==> src/rtl/cpu_run_pkg.sv <==
`default_nettype none
// ============================================================================
// Module   : cpu_run_pkg
// Purpose  : Shared types and default constants for the CPU run controller.
//            - run_state_e    : controller state encoding
//            - c_def_sig_addr : default signature write address
//            - c_def_pass_val : default signature value meaning "pass"
// Revision : 1.0 - initial release
// ============================================================================
package cpu_run_pkg;

  typedef enum logic [1:0] {
    RESET_HOLD = 2'd0,
    RUN        = 2'd1,
    DONE       = 2'd2
  } run_state_e;

  localparam logic [31:0] c_def_sig_addr = 32'h0000_0FFC;
  localparam logic [31:0] c_def_pass_val = 32'h0000_0001;

endpackage : cpu_run_pkg
`default_nettype wire

==> src/rtl/sat_counter.sv <==
`default_nettype none
// ============================================================================
// Module   : sat_counter
// Purpose  : Up-counter that sticks at all-ones instead of wrapping.
// Ports    : clk   - rising-edge clock
//            rst   - asynchronous active-low reset (count -> 0)
//            clr   - synchronous clear (count -> 0)
//            en    - count enable
//            count - current value
// Revision : 1.0 - initial release
// ============================================================================
module sat_counter #(
  parameter int CNT_W = 32
) (
  input  logic             clk,
  input  logic             rst,
  input  logic             clr,
  input  logic             en,
  output logic [CNT_W-1:0] count
);

  localparam logic [CNT_W-1:0] c_max = '1;
  localparam logic [CNT_W-1:0] c_one = CNT_W'(1);

  logic [CNT_W-1:0] r_count;

  always_ff @(posedge clk or negedge rst) begin
    if (!rst) begin
      r_count <= '0;
    end else if (clr) begin
      r_count <= '0;
    end else if (en && (r_count != c_max)) begin
      r_count <= r_count + c_one;
    end
  end

  assign count = r_count;

endmodule : sat_counter
`default_nettype wire

==> src/rtl/cpu_run_ctrl.sv <==
`default_nettype none
// ============================================================================
// Module   : cpu_run_ctrl
// Purpose  : Run controller for CPU simulation / FPGA bring-up. Sequences the
//            CPU reset, snoops the CPU<->memory bus, detects end of test
//            (signature write, stalled PC, watchdog), then freezes the CPU and
//            publishes the verdict plus bus statistics.
// Options  : PC_TRACE_EN - when defined, adds a TRACE_DEPTH-entry ring buffer
//            of fetch addresses readable through trace_idx/trace_pc.
//            When undefined, trace_pc is constant 0.
// Ports    : clk, rst (async, active-low)
//            instruct_address, data_address, data_in, mem_read, mem_write
//              - snooped CPU bus
//            cpu_rst                 - active-high reset to the CPU
//            done/pass/halted/timeout - sticky verdict flags
//            cycle_count/read_count/write_count - RUN statistics
//            trace_idx / trace_pc    - PC trace read port (0 = newest)
// Revision : 1.0 - initial release
// ============================================================================
module cpu_run_ctrl
  import cpu_run_pkg::*;
#(
  parameter int                ADDR_W      = 32,
  parameter int                DATA_W      = 32,
  parameter int                CNT_W       = 32,
  parameter int                RST_CYCLES  = 5,
  parameter int                MAX_CYCLES  = 10000,
  parameter int                HALT_CYCLES = 4,
  parameter logic [ADDR_W-1:0] SIG_ADDR    = ADDR_W'(c_def_sig_addr),
  parameter logic [DATA_W-1:0] PASS_VAL    = DATA_W'(c_def_pass_val),
  parameter int                TRACE_DEPTH = 8
) (
  input  logic                           clk,
  input  logic                           rst,
  input  logic [ADDR_W-1:0]              instruct_address,
  input  logic [ADDR_W-1:0]              data_address,
  input  logic [DATA_W-1:0]              data_in,
  input  logic                           mem_read,
  input  logic                           mem_write,
  output logic                           cpu_rst,
  output logic                           done,
  output logic                           pass,
  output logic                           halted,
  output logic                           timeout,
  output logic [CNT_W-1:0]               cycle_count,
  output logic [CNT_W-1:0]               read_count,
  output logic [CNT_W-1:0]               write_count,
  input  logic [$clog2(TRACE_DEPTH)-1:0] trace_idx,
  output logic [ADDR_W-1:0]              trace_pc
);

  localparam int               c_rcnt_w   = $clog2(RST_CYCLES + 1);
  localparam int               c_run_w    = $clog2(HALT_CYCLES + 1);
  localparam logic [c_rcnt_w-1:0] c_rst_last = c_rcnt_w'(RST_CYCLES - 1);
  localparam logic [c_rcnt_w-1:0] c_rcnt_one = c_rcnt_w'(1);
  localparam logic [c_run_w-1:0]  c_halt     = c_run_w'(HALT_CYCLES);
  localparam logic [c_run_w-1:0]  c_run_one  = c_run_w'(1);
  localparam logic [CNT_W-1:0]    c_wdog_last = CNT_W'(MAX_CYCLES - 1);

  run_state_e          r_state;
  logic [c_rcnt_w-1:0] r_rst_cnt;
  logic [ADDR_W-1:0]   r_last_pc;
  logic [c_run_w-1:0]  r_run_len;
  logic                r_cpu_rst;
  logic                r_done;
  logic                r_pass;
  logic                r_halted;
  logic                r_timeout;

  logic                w_in_run;
  logic                w_pc_same;
  logic [c_run_w-1:0]  w_run_next;
  logic                w_sig_hit;
  logic                w_halt_hit;
  logic                w_wdog_hit;

  assign w_in_run   = (r_state == RUN);
  assign w_pc_same  = (instruct_address == r_last_pc);
  // Run-length including the current cycle; halt is judged on this value so
  // the stalled cycle that completes the run terminates the test.
  assign w_run_next = w_pc_same ? (r_run_len + c_run_one) : c_run_one;
  assign w_sig_hit  = mem_write && (data_address == SIG_ADDR);
  assign w_halt_hit = (w_run_next >= c_halt);
  assign w_wdog_hit = (cycle_count == c_wdog_last);

  always_ff @(posedge clk or negedge rst) begin
    if (!rst) begin
      r_state   <= RESET_HOLD;
      r_rst_cnt <= '0;
      r_last_pc <= '0;
      r_run_len <= '0;
      r_cpu_rst <= 1'b1;
      r_done    <= 1'b0;
      r_pass    <= 1'b0;
      r_halted  <= 1'b0;
      r_timeout <= 1'b0;
    end else begin
      case (r_state)
        RESET_HOLD: begin
          r_rst_cnt <= r_rst_cnt + c_rcnt_one;
          if (r_rst_cnt == c_rst_last) begin
            r_state   <= RUN;
            r_cpu_rst <= 1'b0;
          end
        end
        RUN: begin
          r_run_len <= w_run_next;
          if (!w_pc_same) begin
            r_last_pc <= instruct_address;
          end
          // Fixed priority: signature, then halt, then watchdog.
          if (w_sig_hit) begin
            r_state   <= DONE;
            r_done    <= 1'b1;
            r_cpu_rst <= 1'b1;
            r_pass    <= (data_in == PASS_VAL);
          end else if (w_halt_hit) begin
            r_state   <= DONE;
            r_done    <= 1'b1;
            r_cpu_rst <= 1'b1;
            r_halted  <= 1'b1;
          end else if (w_wdog_hit) begin
            r_state   <= DONE;
            r_done    <= 1'b1;
            r_cpu_rst <= 1'b1;
            r_timeout <= 1'b1;
          end
        end
        DONE: begin
          // Sticky: everything holds until the controller reset.
        end
        default: begin
          r_state   <= RESET_HOLD;
          r_cpu_rst <= 1'b1;
        end
      endcase
    end
  end

  assign cpu_rst = r_cpu_rst;
  assign done    = r_done;
  assign pass    = r_pass;
  assign halted  = r_halted;
  assign timeout = r_timeout;

  // Statistics: cleared while the CPU is held in reset, counting only in RUN.
  logic w_cnt_clr;
  assign w_cnt_clr = (r_state == RESET_HOLD);

  sat_counter #(.CNT_W(CNT_W)) u_cycle_cnt (
    .clk   (clk),
    .rst   (rst),
    .clr   (w_cnt_clr),
    .en    (w_in_run),
    .count (cycle_count)
  );

  sat_counter #(.CNT_W(CNT_W)) u_read_cnt (
    .clk   (clk),
    .rst   (rst),
    .clr   (w_cnt_clr),
    .en    (w_in_run && mem_read),
    .count (read_count)
  );

  sat_counter #(.CNT_W(CNT_W)) u_write_cnt (
    .clk   (clk),
    .rst   (rst),
    .clr   (w_cnt_clr),
    .en    (w_in_run && mem_write),
    .count (write_count)
  );

`ifdef PC_TRACE_EN
  localparam int                  c_tidx_w = $clog2(TRACE_DEPTH);
  localparam logic [c_tidx_w-1:0] c_tidx_one = c_tidx_w'(1);

  logic [ADDR_W-1:0]   r_trace [TRACE_DEPTH];
  logic [c_tidx_w-1:0] r_wr_ptr;
  logic [c_tidx_w-1:0] w_rd_ptr;

  // Entries only change in RUN, so the buffer naturally freezes in DONE.
  always_ff @(posedge clk or negedge rst) begin
    if (!rst) begin
      for (int i = 0; i < TRACE_DEPTH; i++) begin
        r_trace[i] <= '0;
      end
      r_wr_ptr <= '0;
    end else if (w_in_run && !w_pc_same) begin
      r_trace[r_wr_ptr] <= instruct_address;
      r_wr_ptr          <= r_wr_ptr + c_tidx_one;
    end
  end

  // r_wr_ptr points at the next free slot; newest entry is one behind it.
  assign w_rd_ptr = r_wr_ptr - c_tidx_one - trace_idx;
  assign trace_pc = r_trace[w_rd_ptr];
`else
  logic w_unused_trace_idx;
  assign w_unused_trace_idx = ^trace_idx;
  assign trace_pc           = '0;
`endif

endmodule : cpu_run_ctrl
`default_nettype wire

==> config.mk <==
export PLATFORM = sky130hd
export DESIGN_NAME = cpu_run_ctrl
export DESIGN_NICKNAME = d
export VERILOG_FILES = /design/src/rtl/cpu_run_pkg.sv /design/src/rtl/sat_counter.sv /design/src/rtl/cpu_run_ctrl.sv
export SDC_FILE = /design/constraint.sdc
export NUM_CORES = 1
export LEC_CHECK = 0
export ABC_AREA = 1
export CAP_MARGIN = 20
export CORE_MARGIN = 2
export CORE_UTILIZATION = 45
export CTS_CLUSTER_DIAMETER = 60
export CTS_CLUSTER_SIZE = 8
export DETAILED_ROUTE_END_ITERATION = 8
export GPL_TIMING_DRIVEN = 0
export PLACE_DENSITY = 0.78
export SYNTH_ARGS = -nofsm -noshare
export SYNTH_HDL_FRONTEND = slang
export SYNTH_SLANG_ARGS = --single-unit
export TNS_END_PERCENT = 5
==> constraint.sdc <==
create_clock -name clk -period 1.87 [get_ports clk]
set_clock_uncertainty 0.1 [all_clocks]
set_input_delay 0.2805 -clock clk [delete_from_list [all_inputs] [get_ports clk]]
set_output_delay 0.2805 -clock clk [all_outputs]
set_load 0.03 [all_outputs]
==> results of run 1 <==
-- kinds of logic (layout without fill, tap and decap cells) --
kind of cell	Yosys count	count (layout)	synth area share
and+or+nand+nor	731	731	0.3654
buffers and inverters	205	475	0.1076
DFF	141	141	0.3988
AOI/OAI and AO/OA	125	125	0.07874
xor gates and xnor gates	41	41	0.04057
adders and majority gates	6	6	0.008482
other	1	32	0.0004237
-- worst max-delay path: cells and delay by family, from the launching register on --
kind | cells | cell delay [ns]
flops | 1 | 0.43
buf+inv | 3 | 0.26
simple gates | 7 | 0.77
fa+ha+maj | 1 | 0.17
compound gates | 1 | 0.11
-- sequential cells by signal (all words and copies together), names as in the netlist --
register	flops
u_cycle_cnt.count	32
r_last_pc	32
r_state	2
halted	1
timeout	1
r_run_len	3
u_read_cnt.count	32
r_rst_cnt	3
u_write_cnt.count	32
pass	1
cpu_rst	1
done	1
-- what timing repair did --
item | CTS | global route
gates resized for setup | 161 | 131
hold buffers | 1 | 0
pin swaps | 7 | 20
hold endpoints to repair | 70 | 0
setup buffers | 7 | 28
endpoints found under the setup margin | 225 | 135
gates cloned | 0 | 1
-- metrics by stage --
step	total power, mW	setup TNS, ns	std cells	cell area [sq um]	worst slack (ns)
3_5_place_dp	4.939	-31.21	1747	11380	-0.4347
3_3_place_gp	4.910	-798.48	1746	11350	-5.989
4_1_cts	8.192	-0.4832	1787	12110	-0.07737
6_report	8.245	-0.3207	1816	12730	-0.05463
5_1_grt	8.554	-6.219	1816	12730	-0.1492
2_1_floorplan	4.264	-0.002279	1281	9017	-0.001901
-- cells in the final DEF, fill, tap and decap left out, drive strengths merged, types with 11 or more instances in the layout --
master / n
dlygate4sd2: 96
dfrtp: 140
buf: 87
clkdlybuf4s50: 99
nor2: 152
nor3: 49
inv: 146
nand2: 357
o31ai: 11
nand4: 51
nor4: 14
o21ai: 73
xor2: 15
a21oi: 26
clkbuf: 31
nand3: 93
xnor2: 26
conb: 32
-- worst paths after layout --
kind,endpoint,start,slack (ns)
setup / recovery,u_cycle_cnt.count[24],u_cycle_cnt.count[0],-0.05
hold / removal,r_last_pc[15],rst,0.33
setup reg to reg,u_cycle_cnt.count[24],u_cycle_cnt.count[0],-0.05
hold reg to reg,halted,halted,0.35
max in group asynchronous,u_cycle_cnt.count[12],rst,0.50
min in group clk,halted,halted,0.35
-- layer usage --
metal | vias up | share of wire | track usage | routed length (um)
met1 | 4494 | 0.42 | 0.3550 | 11970
met4 | 2 | 0.017 | 0.07614 | 475
met3 | 54 | 0.075 | 0.05033 | 2162
li1 | 4593 | - | - | -
met5 | - | 0.00031 | 0 | 9
met2 | 452 | 0.49 | 0.4566 | 14150
-- layout make-up --
class | count | area share
well taps | 265 | 0.02604
flip-flops and latches | 141 | 0.2806
plain buffers | 60 | 0.03685
multi-input cells | 935 | 0.3934
clock inverters | 12 | 0.008844
clock buffers | 20 | 0.03587
repair buffers | 238 | 0.1742
inverters | 145 | 0.04422
-- power breakdown --
group          internal [mW]  switching [mW]
combinational          0.621           0.877
sequential              3.22           0.214
clock                   1.91            1.40
total                   5.75            2.49
==> flow_metrics.tcl, run 1 <==
set metrics [dict create \
    synth_cells 1250 \
    setup-violations-final 16 \
    synth_edf_count 0 \
    die_height_um 144.2 \
    final-seq-area_sq_mm 0.003572 \
    dp.final_hpwl_mm 20.46 \
    cp_max_fo 6 \
    cellPowerDensity_mw_per_mm2 647.6 \
    worst-r2r-cell-count 12 \
    cts.htree.levels 4 \
    coreArea_sq_mm 0.01940 \
    number_of_antenna_violations_at_the_first_check_in_global_routing 1 \
    place.port_buffers 200 \
    number_of_rows_created_at_floorplan 51 \
    min_period_ns 1.925 \
    syn-mean-instance-area_sq_um 7.081 \
    netlist_area_sq_mm 0.008851 \
    initial_core_util 0.4563 \
    tritoncts.num_buffers 17 \
    syn_to_final_growth_pct 43.85 \
    final_layout_size_suffix_gt1_frac 0.1825 \
    drt_pre_antenna_iters 8 \
    synth_async_sr_flop_share 1.000 \
    synth.ff_latch_count 141 \
    dieArea_sq_mm 0.02081 \
    worst_slack_ns -0.05463 \
    grt_max_degree 72 \
    wirelength_mm 28.76 \
    place_congestion 0.9593 \
    status "finished with violations" \
    ant_nets 0 \
    post-synth-top-area-fraction 0.3958 \
    drcViolationCount 0 \
    timing.hold.ws_ns 0.3290 \
    ctsLongestPathBuffers 2 \
    grt_setup_unrepaired "yes" \
    yosysTopAreaCell "sky130_fd_sc_hd__dfrtp_1" \
    clk-insertion-delay-late_ns 0.42 \
    data_arrival_time_of_the_critical_path_ns 2.16 \
    violations "setup timing" \
    worst_path_max_delay_cell "sky130_fd_sc_hd__dfrtp_2" \
    finish.net_count 1647 \
    num_antenna_cells 0 \
    layout.core_utilization 0.6563 \
    drt-initial-drc-count 881 \
    crit_top_cell "sky130_fd_sc_hd__nand2_4" \
    wl_per_cell_um 15.84 \
    synth_seq_area_share 0.3988 \
    die_wd_um 144.2 \
    fmax_mhz 519.6 \
    cp-start-kind "flip-flop" \
    cts_sinks 141 \
    power.leakage_nw 6.110 \
    synth-warning-count 0 \
    critPathCaptureType "flip-flop" \
    period_share 1.029 \
    vdd_drop_max_uv 797.4 \
    worstHoldPathType "in2async" \
    fill_cell_count 1668 \
    via_count_of_the_first_global_routing_pass 8964 \
    multi_input_comb_area_sq_mm 0.005009 \
    slew_of_the_pin_with_the_lowest_slew_margin_ns 0.7618 \
    synth_commonest_cells "346 x sky130_fd_sc_hd__nand2_1, 141 x sky130_fd_sc_hd__nor2_1, 140 x sky130_fd_sc_hd__dfrtp_1" \
    slew_headroom 0.4921 \
    post-synth-top-count-cell "sky130_fd_sc_hd__nand2_1" \
    grt_first_pass_wirelength_mm 44.30 \
    grt_use_total 0.2697 \
    yosys.cell_types.count 48 \
    synth_top_cells_by_area "sky130_fd_sc_hd__dfrtp_1 40%, sky130_fd_sc_hd__nand2_1 15%, sky130_fd_sc_hd__nor2_1 6.0%" \
    ctsRootBufferMaster "sky130_fd_sc_hd__clkbuf_16" \
    vias 9595 \
    yosys_most_used_dff "sky130_fd_sc_hd__dfrtp_1" \
    top_level_ports 236 \
    timing_max_transition_violations_final 0 \
    critPathRequiredTime_ns 2.10 \
    post_drt_via_cell_ratio 5.284 \
    crit_path_max_incr_delay_ns 0.43 \
    tritoncts "done" \
    setup.worst_path.class "reg2reg" \
    crit_chain "ha_4, inv_4, nor2_4, nand2_4, nor2_4, nand4_4, nand2_4, inv_6, buf_8, nand2_4, nand3_2, o21ai_1" \
    max_cap_viol_count 0 \
    finalHoldViolCount 0 \
    clkSlewWorstSetupHoldPaths_ns 0.07 \
    grt_remaining_overflow 0 \
]
(Power assumes the default switching activity.)
==> run 2: changes to the inputs <==
--- a/config.mk
+++ b/config.mk
@@ -8,7 +8,7 @@
 export ABC_AREA = 1
 export CAP_MARGIN = 20
 export CORE_MARGIN = 2
-export CORE_UTILIZATION = 45
+export CORE_UTILIZATION = 46
 export CTS_CLUSTER_DIAMETER = 60
 export CTS_CLUSTER_SIZE = 8
 export DETAILED_ROUTE_END_ITERATION = 8
@@ -16,5 +16,6 @@
 export PLACE_DENSITY = 0.78
 export SYNTH_ARGS = -nofsm -noshare
 export SYNTH_HDL_FRONTEND = slang
+export SYNTH_HIERARCHICAL = 1
 export SYNTH_SLANG_ARGS = --single-unit
 export TNS_END_PERCENT = 5
==> run 2 against run 1 <==
  * The flow still finishes with violations (setup timing)
  * Critical path depth shrank 5
  * Sequential share of layout area shrank 1.7 points
  * Synthesized cell count grew 16%
  * Sequential power shrank 3%
  * First-iteration DRC count shrank 1.7%
  * Combinational power shrank 10%
  * Clock-buffer cell count shrank 3
  * Area after synthesis grew 9.6%
  * Largest cell class unchanged
==> flow_metrics.tcl, run 2 <==
set metrics [dict create \
    met3_wirelength_mm 1.717 \
    min_period_ns 1.904 \
    yosys_most_used_dff "sky130_fd_sc_hd__dfrtp_1" \
    synth_cells 1444 \
    dpl-instance-area_sq_mm 0.01222 \
    drt-initial-drc-count 866 \
    pre_cts_ws_ns -0.6711 \
    finalPower_mw 8.195 \
    layout.core_utilization 0.6489 \
    synth-compound-area-share 0.04307 \
    setup.reg_to_reg.worst_slack_ns -0.03 \
    num_antenna_cells 0 \
    cellPowerDensity_mw_per_mm2 604.6 \
    slew_headroom 0.6312 \
    status "finished with violations" \
    worstHoldPathType "in2async" \
    power.share.sequential 0.407 \
    yosysTopAreaCell "sky130_fd_sc_hd__dfrtp_1" \
    synthXorXnorAreaFrac 0.04603 \
    period_share 1.018 \
    initial_core_util 0.4645 \
    post_drt_via_cell_ratio 5.072 \
    ant_nets 0 \
    post-synth-top-count-cell "sky130_fd_sc_hd__nand2_1" \
    synth_async_sr_flop_share 1.000 \
    number_of_antenna_violations_at_the_first_check_in_global_routing 0 \
    critical_path.reg2reg.endpoint "u_read_cnt/count[29]" \
    fill_cell_count 1869 \
    final_layout_size_suffix_gt1_frac 0.1607 \
    slew_of_the_pin_with_the_lowest_slew_margin_ns 0.5532 \
    critPathRequiredTime_ns 2.13 \
    yosys.cell_types.count 38 \
    coreArea_sq_mm 0.02089 \
    relative_contribution_of_the_clock_network_to_total_power 0.429 \
    final_area_sq_mm 0.01356 \
    adder_cell_fraction_of_synth_area 0.007737 \
    synth_seq_area_share 0.3638 \
    routedLengthMet1_mm 13.11 \
    wirelength_mm 29.42 \
    synth.ff_latch_count 141 \
    vdd_drop_max_uv 677.5 \
    top_level_ports 236 \
    top_layer_reached_by_signal_wires "met4" \
    place.port_buffers 200 \
    syn-mean-instance-area_sq_um 6.720 \
    r2r-start "r_state[1]" \
    cp_max_fo 10 \
    synth_commonest_cells "538 x sky130_fd_sc_hd__nand2_1, 197 x sky130_fd_sc_hd__nor2_1, 140 x sky130_fd_sc_hd__dfrtp_1" \
    die_wd_um 149.2 \
    non_filler_cells_in_the_finished_layout 2042 \
    numPlacedInstances 1951 \
    grt_max_degree 88 \
    netSwitchingPower_mw 2.402 \
    timing.hold.ws_ns 0.2720 \
    synth_simple_gate_area_frac 0.4344 \
    fin_tns_setup_ns -0.1549 \
    synth_top_family_by_area "simple AND/OR/NAND/NOR gates" \
    violations "setup timing" \
    grt_first_pass_wirelength_mm 46.77 \
    data_arrival_time_of_the_critical_path_ns 2.16 \
    dp.final_hpwl_mm 20.46 \
    vias 10357 \
    finalHoldViolCount 0 \
    tritoncts.num_buffers 17 \
    worst_slack_ns -0.03356 \
    syn_to_final_growth_pct 39.70 \
    drcViolationCount 0 \
    netlist_area_sq_mm 0.009703 \
    post-synth-top-area-fraction 0.3611 \
    muxShareOfSynthArea 0 \
    dieArea_sq_mm 0.02227 \
    mostFrequentLayoutCell "sky130_fd_sc_hd__nand2_1" \
    clkSlewWorstSetupHoldPaths_ns 0.07 \
    timing_max_transition_violations_final 0 \
    critPathCaptureType "flip-flop" \
    layout_common_cells "536 x sky130_fd_sc_hd__nand2_1, 182 x sky130_fd_sc_hd__nor2_1, 128 x sky130_fd_sc_hd__nand3_1, 123 x sky130_fd_sc_hd__inv_1, 102 x sky130_fd_sc_hd__dfrtp_1" \
    clk-insertion-delay-late_ns 0.43 \
    number_of_rows_created_at_floorplan 53 \
    power.leakage_nw 6.707 \
    place_congestion 0.9256 \
    synth-warning-count 6 \
    drt_pre_antenna_iters 5 \
    cts.htree.levels 4 \
    grt_setup_unrepaired "yes" \
    cts_sinks 141 \
    tritoncts "done" \
    ctsLongestPathBuffers 2 \
    grt_use_total 0.2594 \
    max_cap_viol_count 0 \
    setup.worst_path.class "reg2reg" \
    cp-start-kind "flip-flop" \
    worst-r2r-cell-count 7 \
    wl_per_cell_um 14.41 \
    comb_power_frac 0.164 \
    finish.net_count 1863 \
    setup-violations-final 16 \
    synth_top_cells_by_area "sky130_fd_sc_hd__dfrtp_1 36%, sky130_fd_sc_hd__nand2_1 21%, sky130_fd_sc_hd__nor2_1 7.6%" \
    via_count_of_the_first_global_routing_pass 9565 \
    fmax_mhz 525.3 \
    synth_edf_count 0 \
    power.switching_fraction 0.2931 \
    intPower_mw 5.793 \
    grt_remaining_overflow 0 \
    die_height_um 149.2 \
    routed-wl-met2_mm 13.96 \
    ctsRootBufferMaster "sky130_fd_sc_hd__clkbuf_16" \
]
==> run 2: cell count changes after synthesis, moves of 10 or more <==
cell	delta
sky130_fd_sc_hd__nand4_1	-13
sky130_fd_sc_hd__o31ai_1	-10
sky130_fd_sc_hd__a21oi_1	-12
sky130_fd_sc_hd__o21ai_0	-41
sky130_fd_sc_hd__nor3_1	-46
sky130_fd_sc_hd__o21ai_1	+20
sky130_fd_sc_hd__nand3_1	+36
sky130_fd_sc_hd__nor2_1	+56
sky130_fd_sc_hd__buf_6	+10
sky130_fd_sc_hd__inv_1	-12
sky130_fd_sc_hd__nand2_1	+192
==> run 2: area by class of cell <==
| cell class | count | area [sq um] | area share |
|---|---|---|---|
| buffer | 65 | 548.0 | 0.04043 |
| clock buffer | 17 | 425.4 | 0.03138 |
| clock inverter | 15 | 175.2 | 0.01292 |
| inverter | 138 | 536.8 | 0.03960 |
| multi-input combinational | 1132 | 5488 | 0.4048 |
| sequential | 141 | 3577 | 0.2639 |
| tap | 275 | 344.1 | 0.02538 |
| timing repair buffer | 259 | 2461 | 0.1816 |
==> run 2: metal layers <==
| metal | global-route usage | vias up |
|---|---|---|
| met2 | 0.4270 | 372 |
| met1 | 0.3519 | 4830 |
| met5 | 0 | - |
| met3 | 0.03303 | 54 |
| li1 | - | 5101 |
| met4 | 0.09286 | 0 |
==> run 2: kinds of logic after synthesis <==
group | after synthesis
AO/OA/AOI/OAI | 76
adder cells (fa/ha/maj) | 6
flip-flops | 141
XOR/XNOR | 51
buffers and inverters | 203
AND/OR/NAND/NOR | 966
other | 1
==> run 2: worst max-delay path by stage <==
| stage | start | slack, ns | to |
|---|---|---|---|
| 2_1_floorplan | u_cycle_cnt/count[0] | -0.09 | u_cycle_cnt/count[18] |
| 3_3_place_gp | rst | -6.09 | u_read_cnt/count[1] |
| 3_5_place_dp | r_state[1] | -0.67 | u_write_cnt/count[25] |
| 4_1_cts | r_state[0] | -0.07 | u_read_cnt/count[29] |
| 5_1_grt | r_state[1] | -0.1 | u_read_cnt/count[29] |
| 6_report | r_state[1] | -0.03 | u_read_cnt/count[29] |
==> run 2: critical path, stage by stage, from the launching register on <==
cell and delay (ns):
sky130_fd_sc_hd__dfrtp_2 0.39, sky130_fd_sc_hd__buf_4 0.13, sky130_fd_sc_hd__nor2_4 0.04, sky130_fd_sc_hd__buf_12 0.13, sky130_fd_sc_hd__inv_1 0.26, sky130_fd_sc_hd__buf_1 0.48
sky130_fd_sc_hd__nand4_1 0.20, sky130_fd_sc_hd__nand2_1 0.10
==> run 2: timing repair <==
item                       in CTS  in global routing
hold endpoints to repair       54                  0
setup endpoints to repair     194                108
hold buffers                    1                  0
setup buffers                  25                 27
gates resized for setup       141                 63
pin swaps                      24                 19
gates cloned                    2                  4
==> run 2: power by group through the flow <==
stage               registers (mW)  clock network [mW]  logic (mW)
floorplan                     3.52                   0       0.562
global placement              3.38                   0        1.26
detailed placement            3.38                   0        1.28
CTS                           3.33                3.58        1.30
global route                  3.35                3.71        1.47
finish                        3.34                3.51        1.35
